`src/rtl/mem_rd_ctrl_if.sv`:
```
// Bundle of upstream, data-cache and downstream signals for the memory-read stage.
// The slave view belongs to the controller; the master view belongs to its surroundings.
interface mem_rd_ctrl_if #(
  parameter int TAGW = 8
);
  logic            i_v;
  logic            i_memRen;
  logic [31:0]     i_virt_addr;
  logic [31:0]     i_seg_lim;
  logic [1:0]      i_opSize;
  logic [TAGW-1:0] i_tag;
  logic            o_stall;

  logic            o_dc_req;
  logic [31:0]     o_dc_addr;
  logic            i_dc_ack;
  logic [31:0]     i_dc_data;

  logic            i_flush;
  logic            i_stall;
  logic            o_v;
  logic [31:0]     o_data;
  logic            o_fault;
  logic [TAGW-1:0] o_tag;

  modport slave (
    input  i_v, i_memRen, i_virt_addr, i_seg_lim, i_opSize, i_tag,
    input  i_dc_ack, i_dc_data, i_flush, i_stall,
    output o_stall, o_dc_req, o_dc_addr, o_v, o_data, o_fault, o_tag
  );

  modport master (
    output i_v, i_memRen, i_virt_addr, i_seg_lim, i_opSize, i_tag,
    output i_dc_ack, i_dc_data, i_flush, i_stall,
    input  o_stall, o_dc_req, o_dc_addr, o_v, o_data, o_fault, o_tag
  );
endinterface

```
`src/rtl/mem_rd_ctrl.sv`:
```
// Memory-read stage: segment-limit check, one or two aligned cache reads,
// and right-justified zero-extended result delivery with valid/stall handshakes.
module mem_rd_ctrl #(
  parameter int DW   = 32,
  parameter int TAGW = 8
) (
  input  logic          clk,
  input  logic          rst,
  mem_rd_ctrl_if.slave  bus
);

  typedef enum logic [1:0] {
    IDLE = 2'd0,
    REQ0 = 2'd1,
    REQ1 = 2'd2,
    DONE = 2'd3
  } state_e;

  state_e          state_q, state_d;
  logic [31:0]     addr_q, addr_d;
  logic [1:0]      size_q, size_d;
  logic [TAGW-1:0] tag_q, tag_d;
  logic [DW-1:0]   lo_q, lo_d;
  logic [DW-1:0]   hi_q, hi_d;
  logic            fault_q, fault_d;
  logic            kill_q, kill_d;

  logic [2:0]      nBytes;
  logic            split;
  logic            startFault;
  logic [31:0]     wordAddr;
  logic [31:0]     nextWordAddr;
  logic [2*DW-1:0] shiftedPair;
  logic [DW-1:0]   byteMask;
  logic [DW-1:0]   assembled;

  always_comb begin
    nBytes   = 3'd1;
    byteMask = {{(DW-8){1'b0}}, 8'hFF};
    case (size_q)
      2'b10: begin
        nBytes   = 3'd2;
        byteMask = {{(DW-16){1'b0}}, 16'hFFFF};
      end
      2'b11: begin
        nBytes   = 3'd4;
        byteMask = {DW{1'b1}};
      end
      default: begin
        nBytes   = 3'd1;
        byteMask = {{(DW-8){1'b0}}, 8'hFF};
      end
    endcase
  end

  // An access straddles a word boundary when its last byte lands past offset 3.
  assign split        = ({1'b0, addr_q[1:0]} + nBytes) > 3'd4;
  assign startFault   = bus.i_virt_addr > bus.i_seg_lim;
  assign wordAddr     = {addr_q[31:2], 2'b00};
  assign nextWordAddr = wordAddr + 32'd4;
  assign shiftedPair  = {hi_q, lo_q} >> {addr_q[1:0], 3'b000};
  assign assembled    = shiftedPair[DW-1:0] & byteMask;

  // Every output is forced to zero outside the state that gives it meaning.
  assign bus.o_stall   = (state_q != IDLE);
  assign bus.o_v       = (state_q == DONE);
  assign bus.o_dc_req  = (state_q == REQ0) || (state_q == REQ1);
  assign bus.o_dc_addr = (state_q == REQ0) ? wordAddr :
                         (state_q == REQ1) ? nextWordAddr : 32'd0;
  assign bus.o_data    = (state_q == DONE) ? assembled : {DW{1'b0}};
  assign bus.o_fault   = (state_q == DONE) && fault_q;
  assign bus.o_tag     = (state_q == DONE) ? tag_q : {TAGW{1'b0}};

  always_comb begin
    state_d = state_q;
    addr_d  = addr_q;
    size_d  = size_q;
    tag_d   = tag_q;
    lo_d    = lo_q;
    hi_d    = hi_q;
    fault_d = fault_q;
    kill_d  = kill_q;

    case (state_q)
      IDLE: begin
        kill_d = 1'b0;
        if (!bus.i_flush && bus.i_v) begin
          addr_d  = bus.i_virt_addr;
          size_d  = bus.i_opSize;
          tag_d   = bus.i_tag;
          lo_d    = {DW{1'b0}};
          hi_d    = {DW{1'b0}};
          fault_d = bus.i_memRen && startFault;
          if (bus.i_memRen && !startFault) begin
            state_d = REQ0;
          end else begin
            state_d = DONE;
          end
        end
      end

      REQ0: begin
        if (bus.i_flush) begin
          kill_d = 1'b1;
        end
        if (bus.i_dc_ack) begin
          lo_d = bus.i_dc_data;
          if (split) begin
            state_d = REQ1;
          end else if (kill_q || bus.i_flush) begin
            state_d = IDLE;
            kill_d  = 1'b0;
          end else begin
            state_d = DONE;
          end
        end
      end

      REQ1: begin
        if (bus.i_flush) begin
          kill_d = 1'b1;
        end
        if (bus.i_dc_ack) begin
          hi_d = bus.i_dc_data;
          if (kill_q || bus.i_flush) begin
            state_d = IDLE;
            kill_d  = 1'b0;
          end else begin
            state_d = DONE;
          end
        end
      end

      DONE: begin
        if (bus.i_flush || !bus.i_stall) begin
          state_d = IDLE;
        end
      end

      default: begin
        state_d = IDLE;
        kill_d  = 1'b0;
      end
    endcase
  end

  always_ff @(posedge clk) begin
    if (rst) begin
      state_q <= IDLE;
      addr_q  <= 32'd0;
      size_q  <= 2'd0;
      tag_q   <= {TAGW{1'b0}};
      lo_q    <= {DW{1'b0}};
      hi_q    <= {DW{1'b0}};
      fault_q <= 1'b0;
      kill_q  <= 1'b0;
    end else begin
      state_q <= state_d;
      addr_q  <= addr_d;
      size_q  <= size_d;
      tag_q   <= tag_d;
      lo_q    <= lo_d;
      hi_q    <= hi_d;
      fault_q <= fault_d;
      kill_q  <= kill_d;
    end
  end

endmodule

```
`src/flat_wrapper.sv`:
```
// flat-port wrapper written by rule: the top's interface ports become plain ports
module mem_rd_ctrl_flat 
#(
  parameter int DW   = 32,
  parameter int TAGW = 8
)
  (clk, rst, bus_i_v, bus_i_memRen, bus_i_virt_addr, bus_i_seg_lim, bus_i_opSize, bus_i_tag, bus_i_dc_ack, bus_i_dc_data, bus_i_flush, bus_i_stall, bus_o_stall, bus_o_dc_req, bus_o_dc_addr, bus_o_v, bus_o_data, bus_o_fault, bus_o_tag);
  mem_rd_ctrl_if #(.TAGW(TAGW)) bus_i ();
  input  logic clk;
  input  logic rst;
  input wire logic [$bits(bus_i.i_v)-1:0] bus_i_v;
  input wire logic [$bits(bus_i.i_memRen)-1:0] bus_i_memRen;
  input wire logic [$bits(bus_i.i_virt_addr)-1:0] bus_i_virt_addr;
  input wire logic [$bits(bus_i.i_seg_lim)-1:0] bus_i_seg_lim;
  input wire logic [$bits(bus_i.i_opSize)-1:0] bus_i_opSize;
  input wire logic [$bits(bus_i.i_tag)-1:0] bus_i_tag;
  input wire logic [$bits(bus_i.i_dc_ack)-1:0] bus_i_dc_ack;
  input wire logic [$bits(bus_i.i_dc_data)-1:0] bus_i_dc_data;
  input wire logic [$bits(bus_i.i_flush)-1:0] bus_i_flush;
  input wire logic [$bits(bus_i.i_stall)-1:0] bus_i_stall;
  output wire logic [$bits(bus_i.o_stall)-1:0] bus_o_stall;
  output wire logic [$bits(bus_i.o_dc_req)-1:0] bus_o_dc_req;
  output wire logic [$bits(bus_i.o_dc_addr)-1:0] bus_o_dc_addr;
  output wire logic [$bits(bus_i.o_v)-1:0] bus_o_v;
  output wire logic [$bits(bus_i.o_data)-1:0] bus_o_data;
  output wire logic [$bits(bus_i.o_fault)-1:0] bus_o_fault;
  output wire logic [$bits(bus_i.o_tag)-1:0] bus_o_tag;
  assign bus_i.i_v = bus_i_v;
  assign bus_i.i_memRen = bus_i_memRen;
  assign bus_i.i_virt_addr = bus_i_virt_addr;
  assign bus_i.i_seg_lim = bus_i_seg_lim;
  assign bus_i.i_opSize = bus_i_opSize;
  assign bus_i.i_tag = bus_i_tag;
  assign bus_i.i_dc_ack = bus_i_dc_ack;
  assign bus_i.i_dc_data = bus_i_dc_data;
  assign bus_i.i_flush = bus_i_flush;
  assign bus_i.i_stall = bus_i_stall;
  assign bus_o_stall = bus_i.o_stall;
  assign bus_o_dc_req = bus_i.o_dc_req;
  assign bus_o_dc_addr = bus_i.o_dc_addr;
  assign bus_o_v = bus_i.o_v;
  assign bus_o_data = bus_i.o_data;
  assign bus_o_fault = bus_i.o_fault;
  assign bus_o_tag = bus_i.o_tag;
  mem_rd_ctrl #(.DW(DW), .TAGW(TAGW)) u_core (.clk(clk), .rst(rst), .bus(bus_i));
endmodule
```
`config.mk`:
```
export PLATFORM = sky130hd
export DESIGN_NAME = mem_rd_ctrl_flat
export DESIGN_NICKNAME = d
export VERILOG_FILES = /design/src/rtl/mem_rd_ctrl_if.sv /design/src/rtl/mem_rd_ctrl.sv /design/src/flat_wrapper.sv
export SDC_FILE = /design/constraint.sdc
export NUM_CORES = 1
export LEC_CHECK = 0
export ABC_AREA = 0
export CORE_MARGIN = 4
export CORE_UTILIZATION = 48
export DETAILED_ROUTE_END_ITERATION = 16
export PLACE_DENSITY = 0.82
export SLEW_MARGIN = 10
export SYNTH_ARGS = -nofsm -noshare
export SYNTH_HDL_FRONTEND = slang
export SYNTH_SLANG_ARGS = --single-unit
```
`constraint.sdc`:
```
create_clock -name clk -period 3 [get_ports clk]
set_input_delay 0.45 -clock clk [delete_from_list [all_inputs] [get_ports clk]]
set_output_delay 0.45 -clock clk [all_outputs]
set_load 0.01 [all_outputs]
```
After elaboration in Yosys (flattened, before gate mapping)
Index checks and enable logic that the tools add are counted.
- output and inout bits: 76
- bits in registers: 110
- word-level logic and storage cells: 66
- bits of input ports: 113
- eq/ne operators: 9
- add/subtract/negate cells: 2
- shift-type cells: 1
- reduce and logical (&&, ||, !) cells: 19
- bitwise operators: 1
- muxes and demuxes: 24
- $lt $le $gt $ge: 2
- operator list (kind ; count):
    $pmux 32 s2 ; 3
    $mux 32 ; 5
    $shr 64x5->32 ; 1
    $add 32x3->32 const B ; 1
    $and 32x32->32 ; 1
    $gt 32x32->1 ; 1
    $mux 2 ; 7
    $eq 2x2->1 const B ; 4
    $mux 8 ; 1
    $pmux 2 s4 ; 1
    $pmux 3 s2 ; 1
    $reduce_and 3->1 ; 2
    $reduce_bool 2->1 ; 3
    $mux 1 ; 5
    $logic_and 1x1->1 ; 4
    $ne 2x1->1 const B ; 2
    $ne 2x2->1 const B ; 2
    $reduce_and 4->1 ; 1
    $add 2x3->3 ; 1
    $gt 3x3->1 const B ; 1
    $logic_not 1->1 ; 3
    $logic_or 1x1->1 ; 3
    $pmux 1 s3 ; 1
    $reduce_bool 3->1 ; 1
    3 further kinds ; 3

Longest topological paths before layout
Gate-level depths: netlist of the first run.
- depth in word-level cells: 7
- gate-level depth with buffers: 9
- mapped depth without buffers: 8

Least setup slack after synthesis of the first run
OpenSTA, ideal clock, no wires.
- path kind: reg2reg
- from: register u_core.size_q[1]
- to: register u_core.state_q[1]
- buffers on the path: 1
- setup time: 0.069 ns
- setup slack: 0.680 ns
- required time: 2.931 ns
- arrival time: 2.251 ns
- cell stages (with the launch flop): 10
- cells stage by stage: dfxtp_1 -> clkbuf_1 -> inv_1 -> ha_1 -> fa_1 -> xor2_1 -> or3b_2 -> a211oi_1 -> nand3_1 -> o21ai_1
- cells in the longest elaborated chain, start to end: 7
- elaborated cells between the ends (all ways): 8
- those cells by class: 1 x add/sub; 1 x order compare; 2 x eq/ne; 4 x mux
- ends and longest elaborated chain (what ; line ; text):
    start, declared ; mem_rd_ctrl.sv:21 ; logic [1:0] size_q, size_d;
    start signal, assigned ; mem_rd_ctrl.sv:160 ; size_q <= size_d;
    $eq 2x2->1 ; mem_rd_ctrl.sv:40 ; case (size_q)
    $pmux 3 s2 * ; mem_rd_ctrl.sv:40 ;
    $add 2x3->3 * ; mem_rd_ctrl.sv:57 ; assign split = ({1'b0, addr_q[1:0]} + nBytes) > 3'd4;
    $gt 3x3->1 * ; mem_rd_ctrl.sv:57 ;
    $mux 2 * ; mem_rd_ctrl.sv:108 ; if (split) begin
    $mux 2 * ; mem_rd_ctrl.sv:106 ; if (bus.i_dc_ack) begin
    $pmux 2 s4 * ; mem_rd_ctrl.sv:84 ; case (state_q)
    end signal, assigned ; mem_rd_ctrl.sv:158 ; state_q <= state_d;
    end, declared ; mem_rd_ctrl.sv:19 ; state_e state_q, state_d;
Every way passes the cells marked *; elsewhere a longest branch is shown, timed or not. The select of a mux whose other input is x is not followed.
A chain may end at the register's enable or synchronous reset.

Final worst setup path of the first run
- from: register u_core.state_q[1]
- to: output port bus_o_dc_addr[25]
- cells in the longest elaborated chain, start to end: 3
- elaborated cells between the ends (all ways): 4
- those cells by class: 2 x eq/ne; 2 x mux
- ends and longest elaborated chain (what ; line ; text):
    $eq 2x2->1 ; mem_rd_ctrl.sv:69 ; (state_q == REQ1) ? nextWordAddr : 32'd0;
    $mux 32 ; mem_rd_ctrl.sv:69 ;
    $mux 32 * ; mem_rd_ctrl.sv:68 ; assign bus.o_dc_addr = (state_q == REQ0) ? wordAddr :
    end, declared ; flat_wrapper.sv:23 ; output wire logic [$bits(bus_i.o_dc_addr)-1:0] bus_o_dc_addr;
Every way passes the cells marked *; elsewhere a longest branch is shown, timed or not.

==> impl_metrics.json, run 1 <==
{
  "drv_slew": 0,
  "initial_core_util_pct": 49.3,
  "synth_area_per_cell_um2": 8.37,
  "fmax_ghz": 0.341,
  "path_class": "flip-flop to primary output",
  "dp.cells": 1080,
  "setup_viol": 0,
  "final_cell_mix": "clkdlybuf4s50_1, nand2_1, dfxtp_1",
  "grt_pass1_vias": 5856,
  "hpwl_mm": 14.2,
  "final_cells": 1097,
  "crit_required_ps": 2550,
  "vdd_ir_drop_max_mv": 0.379,
  "syn_to_final_growth_pct": 38.8,
  "routed_via_density": 5.64,
  "core_area_um2": 12700,
  "cts.clk_slew.worst_paths_ps": 70,
  "yosys.cell_types.count": 50,
  "ys_ff_latch": 102,
  "cts_max_level": 3,
  "drv_cap": 0,
  "multiInputGateArea_um2": 3880,
  "antenna_found_initial": 1,
  "end_kind": "primary output",
  "io_buffers": 186,
  "layout_min_cycle_time_ps": 2930,
  "drive_gt1_share_pct": 10.4,
  "nets": 1075,
  "synthFlopType": "dfxtp_1",
  "status": "completed",
  "nFillCells": 1058,
  "cp-start-kind": "flip-flop",
  "async_flop_share_pct": 0,
  "grt_start_max_net_pins": 43,
  "fin_worst_skew_ps": 7.81,
  "synth_area_um2": 6240,
  "ant_nets": 0,
  "total_leakage_power_nw": 3.40,
  "clk_path_buf_depth": 2,
  "cts_sinks": 102,
  "remaining_drc_errors": 0,
  "io-pin-count": 189,
  "grtUsageTotal_pct": 24.9,
  "synth_seq_area_share_pct": 32.7,
  "hold_depth": 2,
  "drt_wl_total_mm": 18.9,
  "worstPathMaxFanout": 5,
  "tritoncts": "yes",
  "yosysWarnings": 0,
  "cp.arrival_ps": 2480,
  "wl_per_cell_um": 17.2,
  "num_rows": 41,
  "synthCells": 746,
  "seqCellArea_um2": 2050,
  "grt_pass1_wl_mm": 29.5,
  "die_w_um": 122,
  "initialDrtViolationCount": 465,
  "numCtsBuffers": 9,
  "die_y_um": 122,
  "hold_path_class": "flip-flop to flip-flop",
  "synth-edff-count": 0,
  "final_common_cell": "clkdlybuf4s50_1",
  "routabilityCongestion": 0.852,
  "clockRootBuffer": "clkbuf_16",
  "hold_viol_final": 0,
  "fin_setup_tns_ps": 0,
  "route.vias.total": 6187,
  "die_area_um2": 14900,
  "clock_latency_ps": 350,
  "diodes": 0,
  "fin_crit_sh_pct": 97.8,
  "total_power_mw": 4.21,
  "grt_overflow": 0,
  "rr_worst_depth": 8,
  "first_pass_iters": 5,
  "p_per_area_nw_per_um2": 486
}
## path summary, 6_finish.rpt
check / start / to / slack, ps
max: u_core.state_q[1] / bus_o_dc_addr[25] / 70
max reg2reg: u_core.addr_q[0] / u_core.state_q[1] / 490
min: u_core.tag_q[3] / u_core.tag_q[3] / 450
min reg2reg: u_core.tag_q[3] / u_core.tag_q[3] / 450
## sequential cells by signal, indices dropped and copies added, names as in the netlist
name,flops
u_core.state_q,2
u_core.addr_q,32
u_core.size_q,2
u_core.lo_q,32
u_core.fault_q,1
u_core.hi_q,24
u_core.tag_q,8
u_core.kill_q,1
## power by group
| group | total (mW) | switching [mW] | internal, mW |
|---|---|---|---|
| sequential | 1.64 | 0.149 | 1.49 |
| clock | 1.11 | 0.534 | 0.573 |
| combinational | 1.46 | 0.816 | 0.646 |
## per-layer routing
| metal | track usage (%) | share of wire [%] | vias to the layer above | routed length, µm |
|---|---|---|---|---|
| met2 | 42.0 | 48 | 275 | 9150 |
| met4 | 9.52 | 2.8 | 2 | 535 |
| met5 | 0 | 0.063 | - | 12 |
| met1 | 31.0 | 40 | 2886 | 7650 |
| met3 | 5.62 | 8.3 | 52 | 1580 |
| li1 | - | - | 2972 | - |
## kinds of logic after synthesis
group,synth area share [%]
and+or+nand+nor,22.9
DFF,32.7
muxes,11.5
adders and majority gates,8.34
other,0.0601
AOI/OAI and AO/OA,15.6
xor gates and xnor gates,3.09
buffers and inverters,5.79
## repair_timing
action                                  4_1_cts  5_1_grt
hold buffers                                  0        0
endpoints found under the setup margin       16       13
setup buffers                                 1        1
gates resized for setup                      17       12
pin swaps                                     1        1
## per-stage QoR
| stage | util (%) | cell area, µm² | hold slack (ps) | worst slack, ps |
|---|---|---|---|---|
| after floorplan | - | 6250 | 432 | 680 |
| after global placement | 65.8 | 8340 | 439 | 267 |
| after detailed placement | 65.8 | 8340 | 444 | 233 |
| after CTS | 68.1 | 8630 | 454 | 2.74 |
| after global routing | 68.4 | 8670 | 468 | -16.6 |
| final | 68.4 | 8670 | 450 | 66.0 |
## layout make-up
cell class	count	share of cell area (%)
clock buffers	9	2.60
flip-flops and latches	102	23.6
clock inverters	6	0.592
inverters	42	1.82
well taps	172	2.48
repair buffers	212	24.1
multi-input cells	554	44.8
## critical path, stage by stage, from the launching register on
cell,delay [ps]
dfxtp_1,340
inv_1,80
ha_1,210
and4bb_4,370
nand3_1,150
buf_4,190
xor2_1,140
nor2_1,80
clkdlybuf4s50_1,570
## Yosys cell counts (2+ instances only)
library cell / count / area, µm²
nand2_1: 110 / 413
dfxtp_1: 102 / 2040
nor2_1: 90 / 338
a21oi_1: 59 / 295
a22oi_1: 56 / 420
inv_1: 42 / 158
clkbuf_1: 41 / 154
ha_1: 40 / 500
mux4_2: 32 / 721
and2_1: 18 / 113
nor2b_1: 18 / 113
o21ai_0: 18 / 90.1
nand3_1: 15 / 75.1
xor2_1: 15 / 131
nand4_1: 13 / 81.3
and3_1: 10 / 62.6
xnor2_1: 7 / 61.3
a211oi_1: 5 / 37.5
nor3_1: 5 / 25.0
buf_2: 4 / 20.0
or3_1: 4 / 25.0
and4_1: 3 / 26.3
nand2b_1: 3 / 18.8
o211ai_1: 3 / 22.5
a21o_1: 2 / 15.0
a221oi_1: 2 / 17.5
and4bb_2: 2 / 25.0
buf_4: 2 / 15.0
nand3b_1: 2 / 15.0
nor3b_1: 2 / 15.0
o31ai_1: 2 / 15.0
(Power assumes the default switching activity.)
==> run 2: changes to the inputs <==
--- a/config.mk
+++ b/config.mk
@@ -7,9 +7,9 @@
 export LEC_CHECK = 0
 export ABC_AREA = 0
 export CORE_MARGIN = 4
-export CORE_UTILIZATION = 48
+export CORE_UTILIZATION = 43
 export DETAILED_ROUTE_END_ITERATION = 16
-export PLACE_DENSITY = 0.82
+export PLACE_DENSITY = 0.77
 export SLEW_MARGIN = 10
 export SYNTH_ARGS = -nofsm -noshare
 export SYNTH_HDL_FRONTEND = slang
==> constraint.sdc (replaced) <==
create_clock -name clk -period 2.45 [get_ports clk]
set_input_delay 0.3675 -clock clk [delete_from_list [all_inputs] [get_ports clk]]
set_output_delay 0.3675 -clock clk [all_outputs]
set_load 0.01 [all_outputs]
==> impl_metrics.json, run 2 (same netlist as run 1, synthesis figures left out) <==
{
  "reg_top3": "u_core.addr_q x32, u_core.lo_q x32, u_core.hi_q x24",
  "diodes": 0,
  "ctsHoldBuffers": 0,
  "final_cell_mix": "clkdlybuf4s50_1, nand2_1, dfxtp_1",
  "die_y_um": 129,
  "fin_area_um2": 9210,
  "cp-start-kind": "flip-flop",
  "crit_required_ps": 2080,
  "cts_sinks": 102,
  "final_common_cell": "clkdlybuf4s50_1",
  "fin_setup_tns_ps": -39.7,
  "cp.arrival_ps": 2120,
  "hpwl_mm": 14.2,
  "core_area_um2": 14000,
  "hold_path_class": "primary input to flip-flop",
  "nFillCells": 1166,
  "nets": 1129,
  "io-pin-count": 189,
  "dp_slack_ps": -172,
  "vdd_ir_drop_max_mv": 0.553,
  "clockRootBuffer": "clkbuf_16",
  "wl_per_cell_um": 17.6,
  "grt_pass1_wl_mm": 31.2,
  "drv_slew": 0,
  "grtUsageTotal_pct": 23.4,
  "grt_start_max_net_pins": 44,
  "route.vias.total": 6494,
  "io_buffers": 186,
  "die_area_um2": 16500,
  "cts.clk_slew.worst_paths_ps": 70,
  "placed_area_um2": 8740,
  "rsz0062_at_grt": "true",
  "setup_viol": 1,
  "initialDrtViolationCount": 631,
  "worstPathMaxFanout": 4,
  "max_stage_delay_ps": 370,
  "total_leakage_power_nw": 3.96,
  "drive_gt1_share_pct": 19.5,
  "remaining_drc_errors": 0,
  "final_util_pct": 65.6,
  "syn_to_final_growth_pct": 47.5,
  "p_per_area_nw_per_um2": 602,
  "cts_max_level": 3,
  "status": "finished, violations left",
  "path_class": "flip-flop to primary output",
  "initial_core_util_pct": 44.5,
  "hold_ws_ps": 425,
  "numCtsBuffers": 9,
  "cp_cell_sequence": "ha_4 -> nand3_4 -> and4bb_2 -> buf_6 -> and2_4 -> nor3b_4 -> xnor2_1 -> nor2_1 -> buf_2",
  "routed_via_density": 5.60,
  "num_rows": 43,
  "fin_worst_skew_ps": 6.51,
  "critPathTopFamily": "simple AND/OR/NAND/NOR gates",
  "drt_wl_total_mm": 20.4,
  "clk_path_buf_depth": 2,
  "grt_overflow": 0,
  "total_power_mw": 5.54,
  "die_w_um": 129,
  "cp_num_buf_inv": 2,
  "drv_cap": 0,
  "fmax_ghz": 0.402,
  "routabilityCongestion": 0.869,
  "grt_pass1_vias": 6125,
  "ant_nets": 0,
  "antenna_found_initial": 0,
  "violations": "negative setup slack",
  "end_kind": "primary output",
  "dp.cells": 1133,
  "first_pass_iters": 5,
  "worst_path_max_delay_cell": "dfxtp_4",
  "fin_crit_sh_pct": 102,
  "clock_latency_ps": 350,
  "fin_ws_ps": -39.7,
  "final_cells": 1159,
  "layout_min_cycle_time_ps": 2490,
  "tritoncts": "yes",
  "hold_viol_final": 0
}
run 2: changes by cell type in the layout (fill, tap and decap cells not counted), moves of 3 or more:
cell	change
dlymetal6s2s_1	+5
nand3_1	-3
buf_2	+17
ha_1	-4
dlygate4sd2_1	+17
buf_6	+3
ha_4	+3
clkdlybuf4s50_1	-44
clkbuf_2	+6
buf_12	+5
buf_4	+43
run 2: final timing paths:
path	start	slack, ps	endpoint	cells after the start
min	rst	420	u_core.lo_q[0]	2
max	u_core.addr_q[3]	-40	bus_o_dc_addr[16]	9
min reg2reg	u_core.tag_q[4]	450	u_core.tag_q[4]	2
max reg2reg	u_core.size_q[1]	150	u_core.state_q[1]	8
run 2: what timing repair did:
item | 4_1_cts | 5_1_grt
gates cloned | 2 | 1
endpoints found under the setup margin | 60 | 37
gates resized for setup | 109 | 57
hold endpoints to repair | 0 | 0
setup buffers | 3 | 5
pin swaps | 4 | 11
run 2: final cells by class:
class                           instances  area, µm²  share of cell area (%)
Sequential cell                       102       2060                    22.3
Tap cell                              180        225                    2.45
Multi-Input combinational cell        554       3990                    43.4
Timing Repair Buffer                  266       2500                    27.2
Clock inverter                          6       47.5                   0.516
Clock buffer                            9        225                    2.45
Inverter                               42        158                    1.71
run 2: worst register-to-register path, cell delays in order (launching register included):
cell	delay (ps)
dfxtp_1	350
inv_1	70
ha_1	200
fa_1	380
xor2_1	180
or3b_2	500
a211oi_1	320
nand3_1	120
o21ai_1	130
run 2: layer usage:
metal | track usage [%] | part of all wire [%]
met3 | 5.73 | 9.2
met4 | 7.10 | 1.9
met5 | 0 | 0
met2 | 38.3 | 47
met1 | 30.7 | 42
run 2: report_power, final:
| part | switching, mW | internal [mW] |
|---|---|---|
| clock network | 0.659 | 0.691 |
| logic | 1.16 | 1.06 |
| registers | 0.148 | 1.83 |
| total | 1.97 | 3.57 |
==> run 3: changes to the inputs <==
--- a/config.mk
+++ b/config.mk
@@ -8,6 +8,7 @@
 export ABC_AREA = 0
 export CORE_MARGIN = 4
 export CORE_UTILIZATION = 43
+export CTS_CLUSTER_SIZE = 40
 export DETAILED_ROUTE_END_ITERATION = 16
 export PLACE_DENSITY = 0.77
 export SLEW_MARGIN = 10
==> results of run 3 <==
Final layout, timing and power as in run 2 (identical DEF).
